$ cat src/rtl/core_ctrl.sv
`timescale 1ns/1ps
// RV32I multi-cycle control sequencer: FETCH/DECODE/EXECUTE/WRITEBACK, 4 cycles per instruction plus fetch wait.
// Fetch stalls on imem_ack indefinitely; an unsupported encoding parks the core in TRAP until reset.
module core_ctrl #(
    parameter logic [31:0] RESET_PC = 32'h0000_0000
) (
    input  logic        clk,
    input  logic        rst_n,
    output logic        imem_req,
    output logic [31:0] imem_addr,
    input  logic        imem_ack,
    input  logic [31:0] imem_rdata,
    output logic [31:0] pc,
    output logic [3:0]  alu_ops,
    output logic        is_lui,
    output logic        is_i_type,
    output logic        is_branch,
    output logic [31:0] imm,
    output logic [4:0]  rs1_addr,
    output logic [4:0]  rs2_addr,
    output logic [4:0]  rd_addr,
    output logic        rd_we,
    input  logic        alu_pc_load,
    input  logic [31:0] alu_new_pc,
    output logic        illegal,
    output logic [31:0] instret
);

    localparam logic [6:0] OP_R   = 7'b0110011;
    localparam logic [6:0] OP_I   = 7'b0010011;
    localparam logic [6:0] OP_B   = 7'b1100011;
    localparam logic [6:0] OP_LUI = 7'b0110111;

    typedef enum logic [2:0] {
        S_IDLE,
        S_FETCH,
        S_DECODE,
        S_EXECUTE,
        S_WRITEBACK,
        S_TRAP
    } state_t;

    state_t      r_state;
    state_t      w_next;
    logic        r_armed;
    logic [31:0] r_instr;
    logic [31:0] r_pc;
    logic [31:0] r_instret;
    logic [3:0]  r_alu_ops;
    logic        r_is_lui;
    logic        r_is_i;
    logic        r_is_br;
    logic [31:0] r_imm;
    logic [4:0]  r_rs1;
    logic [4:0]  r_rs2;
    logic [4:0]  r_rd;
    logic        r_wr;

    logic [6:0]  w_opcode;
    logic [2:0]  w_f3;
    logic [6:0]  w_f7;
    logic [3:0]  w_dec_ops;
    logic        w_dec_lui;
    logic        w_dec_i;
    logic        w_dec_br;
    logic [31:0] w_dec_imm;
    logic        w_dec_ill;
    logic        w_dec_wr;

    assign w_opcode = r_instr[6:0];
    assign w_f3     = r_instr[14:12];
    assign w_f7     = r_instr[31:25];

    always_comb begin
        w_dec_ops = 4'd0;
        w_dec_lui = 1'b0;
        w_dec_i   = 1'b0;
        w_dec_br  = 1'b0;
        w_dec_imm = 32'd0;
        w_dec_ill = 1'b0;
        case (w_opcode)
            OP_R: begin
                case ({w_f7, w_f3})
                    {7'b0000000, 3'b000}: w_dec_ops = 4'b0000;
                    {7'b0000000, 3'b001}: w_dec_ops = 4'b0101;
                    {7'b0000000, 3'b010}: w_dec_ops = 4'b1001;
                    {7'b0000000, 3'b100}: w_dec_ops = 4'b0010;
                    {7'b0000000, 3'b101}: w_dec_ops = 4'b0110;
                    {7'b0000000, 3'b110}: w_dec_ops = 4'b0011;
                    {7'b0000000, 3'b111}: w_dec_ops = 4'b0100;
                    {7'b0100000, 3'b000}: w_dec_ops = 4'b0001;
                    {7'b0000001, 3'b000}: w_dec_ops = 4'b1100;
                    {7'b0000001, 3'b100}: w_dec_ops = 4'b1101;
                    default:              w_dec_ill = 1'b1;
                endcase
            end
            OP_I: begin
                w_dec_i   = 1'b1;
                w_dec_imm = {{20{r_instr[31]}}, r_instr[31:20]};
                case (w_f3)
                    3'b000:  w_dec_ops = 4'b0000;
                    3'b100:  w_dec_ops = 4'b0010;
                    3'b010:  w_dec_ops = 4'b1000;
                    3'b011:  w_dec_ops = 4'b1011;
                    default: w_dec_ill = 1'b1;
                endcase
            end
            OP_B: begin
                w_dec_br  = 1'b1;
                w_dec_imm = {{19{r_instr[31]}}, r_instr[31], r_instr[7],
                             r_instr[30:25], r_instr[11:8], 1'b0};
                case (w_f3)
                    3'b000:  w_dec_ops = 4'b0000;
                    3'b001:  w_dec_ops = 4'b0001;
                    3'b100:  w_dec_ops = 4'b0010;
                    3'b101:  w_dec_ops = 4'b0011;
                    default: w_dec_ill = 1'b1;
                endcase
            end
            OP_LUI: begin
                // The ALU applies the 12-bit shift; we hand it the raw upper field.
                w_dec_lui = 1'b1;
                w_dec_imm = {12'd0, r_instr[31:12]};
            end
            default: w_dec_ill = 1'b1;
        endcase
    end

    assign w_dec_wr = !w_dec_ill && !w_dec_br && (r_instr[11:7] != 5'd0);

    always_comb begin
        w_next = r_state;
        case (r_state)
            S_IDLE:      if (r_armed) w_next = S_FETCH;
            S_FETCH:     if (imem_ack) w_next = S_DECODE;
            S_DECODE:    w_next = w_dec_ill ? S_TRAP : S_EXECUTE;
            S_EXECUTE:   w_next = S_WRITEBACK;
            S_WRITEBACK: w_next = S_FETCH;
            S_TRAP:      w_next = S_TRAP;
            default:     w_next = S_IDLE;
        endcase
    end

    // r_armed holds IDLE for one full clock after reset release.
    always_ff @(posedge clk or negedge rst_n) begin
        if (!rst_n) begin
            r_state <= S_IDLE;
            r_armed <= 1'b0;
        end else begin
            r_state <= w_next;
            r_armed <= 1'b1;
        end
    end

    always_ff @(posedge clk or negedge rst_n) begin
        if (!rst_n) begin
            r_instr <= 32'd0;
        end else if (r_state == S_FETCH && imem_ack) begin
            r_instr <= imem_rdata;
        end
    end

    always_ff @(posedge clk or negedge rst_n) begin
        if (!rst_n) begin
            r_alu_ops <= 4'd0;
            r_is_lui  <= 1'b0;
            r_is_i    <= 1'b0;
            r_is_br   <= 1'b0;
            r_imm     <= 32'd0;
            r_rs1     <= 5'd0;
            r_rs2     <= 5'd0;
            r_rd      <= 5'd0;
            r_wr      <= 1'b0;
        end else if (r_state == S_DECODE) begin
            r_alu_ops <= w_dec_ops;
            r_is_lui  <= w_dec_lui;
            r_is_i    <= w_dec_i;
            r_is_br   <= w_dec_br;
            r_imm     <= w_dec_imm;
            r_rs1     <= r_instr[19:15];
            r_rs2     <= r_instr[24:20];
            r_rd      <= r_instr[11:7];
            r_wr      <= w_dec_wr;
        end
    end

    always_ff @(posedge clk or negedge rst_n) begin
        if (!rst_n) begin
            r_pc      <= RESET_PC;
            r_instret <= 32'd0;
        end else if (r_state == S_WRITEBACK) begin
            r_pc      <= (r_is_br && alu_pc_load) ? alu_new_pc : r_pc + 32'd4;
            r_instret <= r_instret + 32'd1;
        end
    end

    assign imem_req  = (r_state == S_FETCH);
    assign imem_addr = r_pc;
    assign pc        = r_pc;
    assign instret   = r_instret;
    assign alu_ops   = r_alu_ops;
    assign is_lui    = r_is_lui;
    assign is_i_type = r_is_i;
    assign is_branch = r_is_br;
    assign imm       = r_imm;
    assign rs1_addr  = r_rs1;
    assign rs2_addr  = r_rs2;
    assign rd_addr   = r_rd;
    assign rd_we     = (r_state == S_WRITEBACK) && r_wr;
    assign illegal   = (r_state == S_TRAP);

endmodule
$ cat config.mk
export PLATFORM = sky130hd
export DESIGN_NAME = core_ctrl
export DESIGN_NICKNAME = d
export VERILOG_FILES = /design/src/rtl/core_ctrl.sv
export SDC_FILE = /design/constraint.sdc
export NUM_CORES = 1
export LEC_CHECK = 0
export BUFFER_PORTS_ARGS = -buffer_cell sky130_fd_sc_hd__buf_2
export CAP_MARGIN = 20
export CELL_PAD_IN_SITES_DETAIL_PLACEMENT = 1
export CELL_PAD_IN_SITES_GLOBAL_PLACEMENT = 2
export CORE_ASPECT_RATIO = 0.5
export CORE_MARGIN = 4
export CORE_UTILIZATION = 33
export CTS_CLUSTER_DIAMETER = 150
export DETAILED_ROUTE_END_ITERATION = 6
export MAX_ROUTING_LAYER = met4
export PLACE_DENSITY = 0.92
export SETUP_SLACK_MARGIN = 0.2
export SLEW_MARGIN = 20
export SYNTH_ARGS = -nofsm -noshare
export SYNTH_HDL_FRONTEND = slang
export SYNTH_SLANG_ARGS = --single-unit
$ cat constraint.sdc
create_clock -name clk -period 4.33 [get_ports clk]
set_clock_uncertainty 0.1 [all_clocks]
set_input_delay 0.866 -clock clk [delete_from_list [all_inputs] [get_ports clk]]
set_output_delay 0.866 -clock clk [all_outputs]
set_load 0.02 [all_outputs]
======== After elaboration in Yosys (flattened, before gate mapping) ========
Index checks and enable logic that the tools add are counted.
word-level totals
  register bits after elaboration ......... 155
  bits of input ports ..................... 68
  output and inout port bits .............. 153
  logic and storage cells ................. 73
cells by class
  add/subtract/negate cells ............... 2
  eq/ne operators ......................... 25
  mux-type cells .......................... 17
  reductions and logical operators ........ 15
operator list
  cell                   number
  $pmux 32 s3            1
  $eq 10x3->1 const B    4
  $pmux 4 s9             1
  $add 32x1->32 const B  1
  $add 32x3->32 const B  1
  $mux 32                1
  $pmux 4 s3             2
  $eq 10x4->1 const B    2
  $pmux 3 s6             1
  $eq 7x6->1 const B     2
  $eq 3x2->1 const B     4
  $eq 3x3->1 const B     4
  $eq 10x1->1 const B    1
  $eq 10x2->1 const B    1
  $eq 10x9->1 const B    1
  $logic_not 10->1       1
  $reduce_or 10->1       1
  $mux 3                 3
  $reduce_or 4->1        2
  $eq 7x5->1 const B     1
  $eq 7x7->1 const B     1
  $eq 3x1->1 const B     2
  $logic_not 3->1        2
  $mux 1                 6
  8 further kinds        13

======== Depth between registers and ports, before layout ========
  depth after elaboration ................. 7
  mapped depth ............................ 8
  mapped depth without buffers ............ 6

======== Worst setup path before layout ========
No wires, ideal clock.
  path kind ............................... register to output
  start point ............................. register r_state[0]
  end point ............................... output port rd_we
  arrival ................................. 1419 ps
  required time ........................... 3364 ps
  setup slack ............................. 1945 ps
  cell stages (with the launch flop) ...... 5
  path buffers ............................ 2
  cells stage by stage .................... dfrtp_1 > buf_6 > nor3b_2 > clkbuf_1 > and2_1
on the way
  longest elaborated chain between the ends .. 2
ends and longest elaborated chain
  item                    line  text
  from (decl)             43    state_t r_state;
  from (signal assigned)  150   r_state <= w_next;
  $eq 3x3->1              209   assign rd_we = (r_state == S_WRITEBACK) && r_wr;
  $logic_and 1x1->1       209
  to (decl)               22    output logic rd_we,
Every way passes these cells.

======== Final worst setup path ========
  start point ............................. register r_state[1]
  end point ............................... output port rd_we
Same word-level chain as after synthesis.

==> metrics.md <==
| Metric | Value |
|---|---|
| Status | `complete, no violations` |
| Layout cells sized above 1 | `33.92%` |
| Die Height | `about 110 um` |
| Largest family of logic cells by synthesized area | `simple AND/OR/NAND/NOR gates` |
| Number of global-route vias before repair | `6455` |
| Placed Cells incl. Taps | `1174` |
| RSZ-0062 raised after global routing | `no` |
| Yosys reg bits | `144` |
| DR WL/cell | `about 19 um` |
| Post-CTS setup buffer count | `0` |
| Main synth FF type | `dfrtp_1` |
| Library cells used by synthesis | `60` |
| Combinational fraction of design power | `a little under a third` |
| Worst skew pair latency | `about 440 ps` |
| Average size of a mapped cell | `just under 10 um^2` |
| Die area | `~24000 um^2` |
| Via count | `between 6k and 7k` |
| Slew headroom | `38.83%` |
| Crit path from | `r_state[1]` |
| Simple-Gate Fraction of Synth Area | `a little over 20%` |
| Global-route wire length before repair | `~36000 um` |
| Total track usage | `between 10% and 20%` |
| Via/cell ratio | `between 5 and 6` |
| Worst Path Arrival | `approximately 1900 ps` |
| Setup TNS | `0 ps` |
| Pwr dens | `577.6 nW/um^2` |
| TritonRoute pass-1 iters | `4` |
| Post-DRT Antenna Nets | `0` |
| Post-Synth Adder-Cell Area | `less than 1%` |
| Switching part of the total | `40.07%` |
| Worst-path fanout max | `37` |
| Core area | `roughly 21000 um^2` |
| Hold buffers post-CTS | `0` |
| Final wirelength | `22780 um` |
| Synth Area in Compound Gates | `a little over an eighth` |
| DP HPWL | `16340 um` |
| Clock Tree Buf Depth | `2` |
| Drt drc | `0` |
| GR Overflow Total | `0` |
| Largest net degree at the start of global routing | `96` |
| Syn Nets | `about 800` |
| Type of the worst setup path | `flip-flop to output pin` |
| Worst Setup Start Kind | `flip-flop` |
| Synth Area in XOR/XNOR | `3.895%` |
| Cells after Synth | `733` |
| Crit end category | `output pin` |
| Pint | `approximately 3.1 mW` |
| Clock Sinks | `roughly 140` |
| Nets@finish | `971` |
| CTS buffer count | `17` |
| Fill cells | `2456` |
| Fin. Hold Viols | `0` |
| HP Start | `rd_addr[3]` |
| Seq/Total Area, Yosys | `50.08%` |
| Final core occ | `a little over two fifths` |
| Setup-failing EPs final | `0` |
| Worst r2r src | `imem_addr[2]` |
| Final non-filler cell total | `approximately 1.2k` |
| CTS tree | `yes` |
| Post-cts gate resize count | `0` |
| Switching Power | `2.048 mW` |
| Fin crit period | `approximately 2900 ps` |
| Area Overhead vs Synth | `22.95%` |
| Post-synth ARST share | `100.0%` |
| Worst slew pin tran | `917.5 ps` |
| Initial antenna violation count | `1` |
| Reg clk slew, reported paths | `approximately 60 ps` |
| Mux cell area share after synthesis | `between 4 and 5%` |
| Final slew viol count | `0` |
| EDFF count, synth | `0` |
| Chip width | `216.8 um` |
| Critical Path RT | `about 3400 ps` |
| Max VDD drop | `between 300 and 400 uV` |
| Sequential power share | `between 40% and 50%` |
| # rows | `37` |
| Port bufs | `220` |
| Final critical-path share of the clock period | `between 60 and 70%` |
| Starting Density | `between 30% and 40%` |
| CTS H-Tree Depth | `4` |
| Hold Crit Class | `flip-flop to flip-flop` |
| Synthesized area | `7196 um^2` |
| Leakage | `4.370 nW` |
| Synth warnings | `0` |
| GP Congestion | `0.8305` |
| Fmax | `approximately 0.35 GHz` |
| Maxcap violations | `0` |
| Root Buffer | `clkbuf_16` |
| DRT iter0 DRCs | `roughly 210` |
| Top-level port count | `~220` |
| Clk network pwr share | `between 20% and 30%` |
cell type report:
| type | count | area [um^2] | share of cell area [%] |
|---|---|---|---|
| sequential | 144 | 3603 | 40.73 |
| multi-input combinational | 499 | 3080 | 34.82 |
| timing repair buffer | 231 | 1202 | 13.59 |
| clock buffer | 18 | 439.2 | 4.964 |
| tap | 292 | 365.4 | 4.130 |
| clock inverter | 14 | 121.4 | 1.372 |
| inverter | 8 | 30.03 | 0.3394 |
| antenna | 2 | 5.005 | 0.05657 |
per-stage QoR:
step / hold slack (ps) / instance area [um^2] / worst slack [ps] / total power, mW
2_1_floorplan: 341.8 / 7196 / 1945 / 3.193
3_3_place_gp: 349.7 / 8282 / 1757 / 3.668
5_1_grt: 404.0 / 8845 / 1356 / 5.425
3_5_place_dp: 356.6 / 8282 / 1661 / 3.734
6_report: 367.5 / 8847 / 1470 / 5.110
4_1_cts: 373.1 / 8842 / 1427 / 5.171
kinds of logic (layout without fill, tap and decap cells):
group / after synthesis / after routing
adder cells (fa/ha/maj): 2 / 2
other: 1 / 3
multiplexers: 30 / 30
flip-flops: 144 / 144
AO/OA/AOI/OAI: 151 / 151
AND/OR/NAND/NOR: 283 / 283
XOR/XNOR: 32 / 32
buffers and inverters: 90 / 271
routing by layer:
layer  wire [um]  vias to the layer above  global-route usage [%]  part of all wire (%)
met4         297                        0                   4.784                   1.3
met2       11270                      115                   32.07                    49
met5           0                        -                       -                     0
met1       10290                     3079                   23.65                    45
li1            -                     2905                       -                     -
met3         929                       25                   4.842                   4.1
power by group through the flow:
stage	logic (mW)	clock network [mW]	registers (mW)
global placement	1.54	0	2.13
CTS	1.60	1.45	2.13
floorplan	1.04	0	2.15
detailed placement	1.59	0	2.14
finish	1.57	1.41	2.13
global route	1.72	1.51	2.19
worst max-delay path, stage by stage, from the launching register on:
cell and delay [ps]:
dfrtp_1 500, nor3b_4 210, buf_4 390, and2_1 180
buf_2 170
cells in the mapped netlist, types with 17 or more instances:
master | count | area share (%)
buf_4 | 45 | 4.7
mux2_2 | 30 | 4.7
nor2_1 | 39 | 2.0
dfrtp_1 | 144 | 50
o21ai_0 | 35 | 2.4
xnor2_1 | 24 | 2.9
clkbuf_1 | 27 | 1.4
nand3_1 | 28 | 1.9
nand2_1 | 121 | 6.3
a21oi_1 | 38 | 2.6
and3_1 | 17 | 1.5
a22oi_1 | 25 | 2.6
registers in the layout (all words and copies together), names as in the netlist:
signal / count
alu_ops: 4
imem_addr: 32
imm: 21
instret: 32
is_branch: 1
is_i_type: 1
is_lui: 1
r_armed: 1
r_instr: 32
r_state: 3
r_wr: 1
rd_addr: 5
rs1_addr: 5
rs2_addr: 5
path summary, 6_finish.rpt:
kind / endpoint / depth (start not counted) / slack, ps
worst max register to register: imem_addr[30] / 6 / 1620
max in group asynchronous: instret[13] / 2 / 2880
worst max-delay path: rd_we / 4 / 1470
worst min-delay path: rd_addr[3] / 2 / 370
worst min register to register: rd_addr[3] / 2 / 370
min in group asynchronous: imm[18] / 1 / 450
layout by cell type, fill, tap and decap left out, drive strengths merged, types with 3 or more instances in the layout:
cell / count
a211oi: 9
a21oi: 38
a22oi: 25
a2bb2oi: 5
a311oi: 3
a31oi: 4
and2: 8
and3: 17
and4: 7
buf: 231
clkbuf: 18
clkinvlp: 5
dfrtp: 144
inv: 15
mux2: 30
nand2: 121
nand2b: 6
nand3: 28
nand3b: 5
nand4: 13
nor2: 39
nor2b: 4
nor3: 9
nor3b: 6
nor4: 6
o211ai: 4
o21ai: 35
o22ai: 12
or2: 3
or4: 3
xnor2: 24
xor2: 8
(Power assumes the default switching activity.)
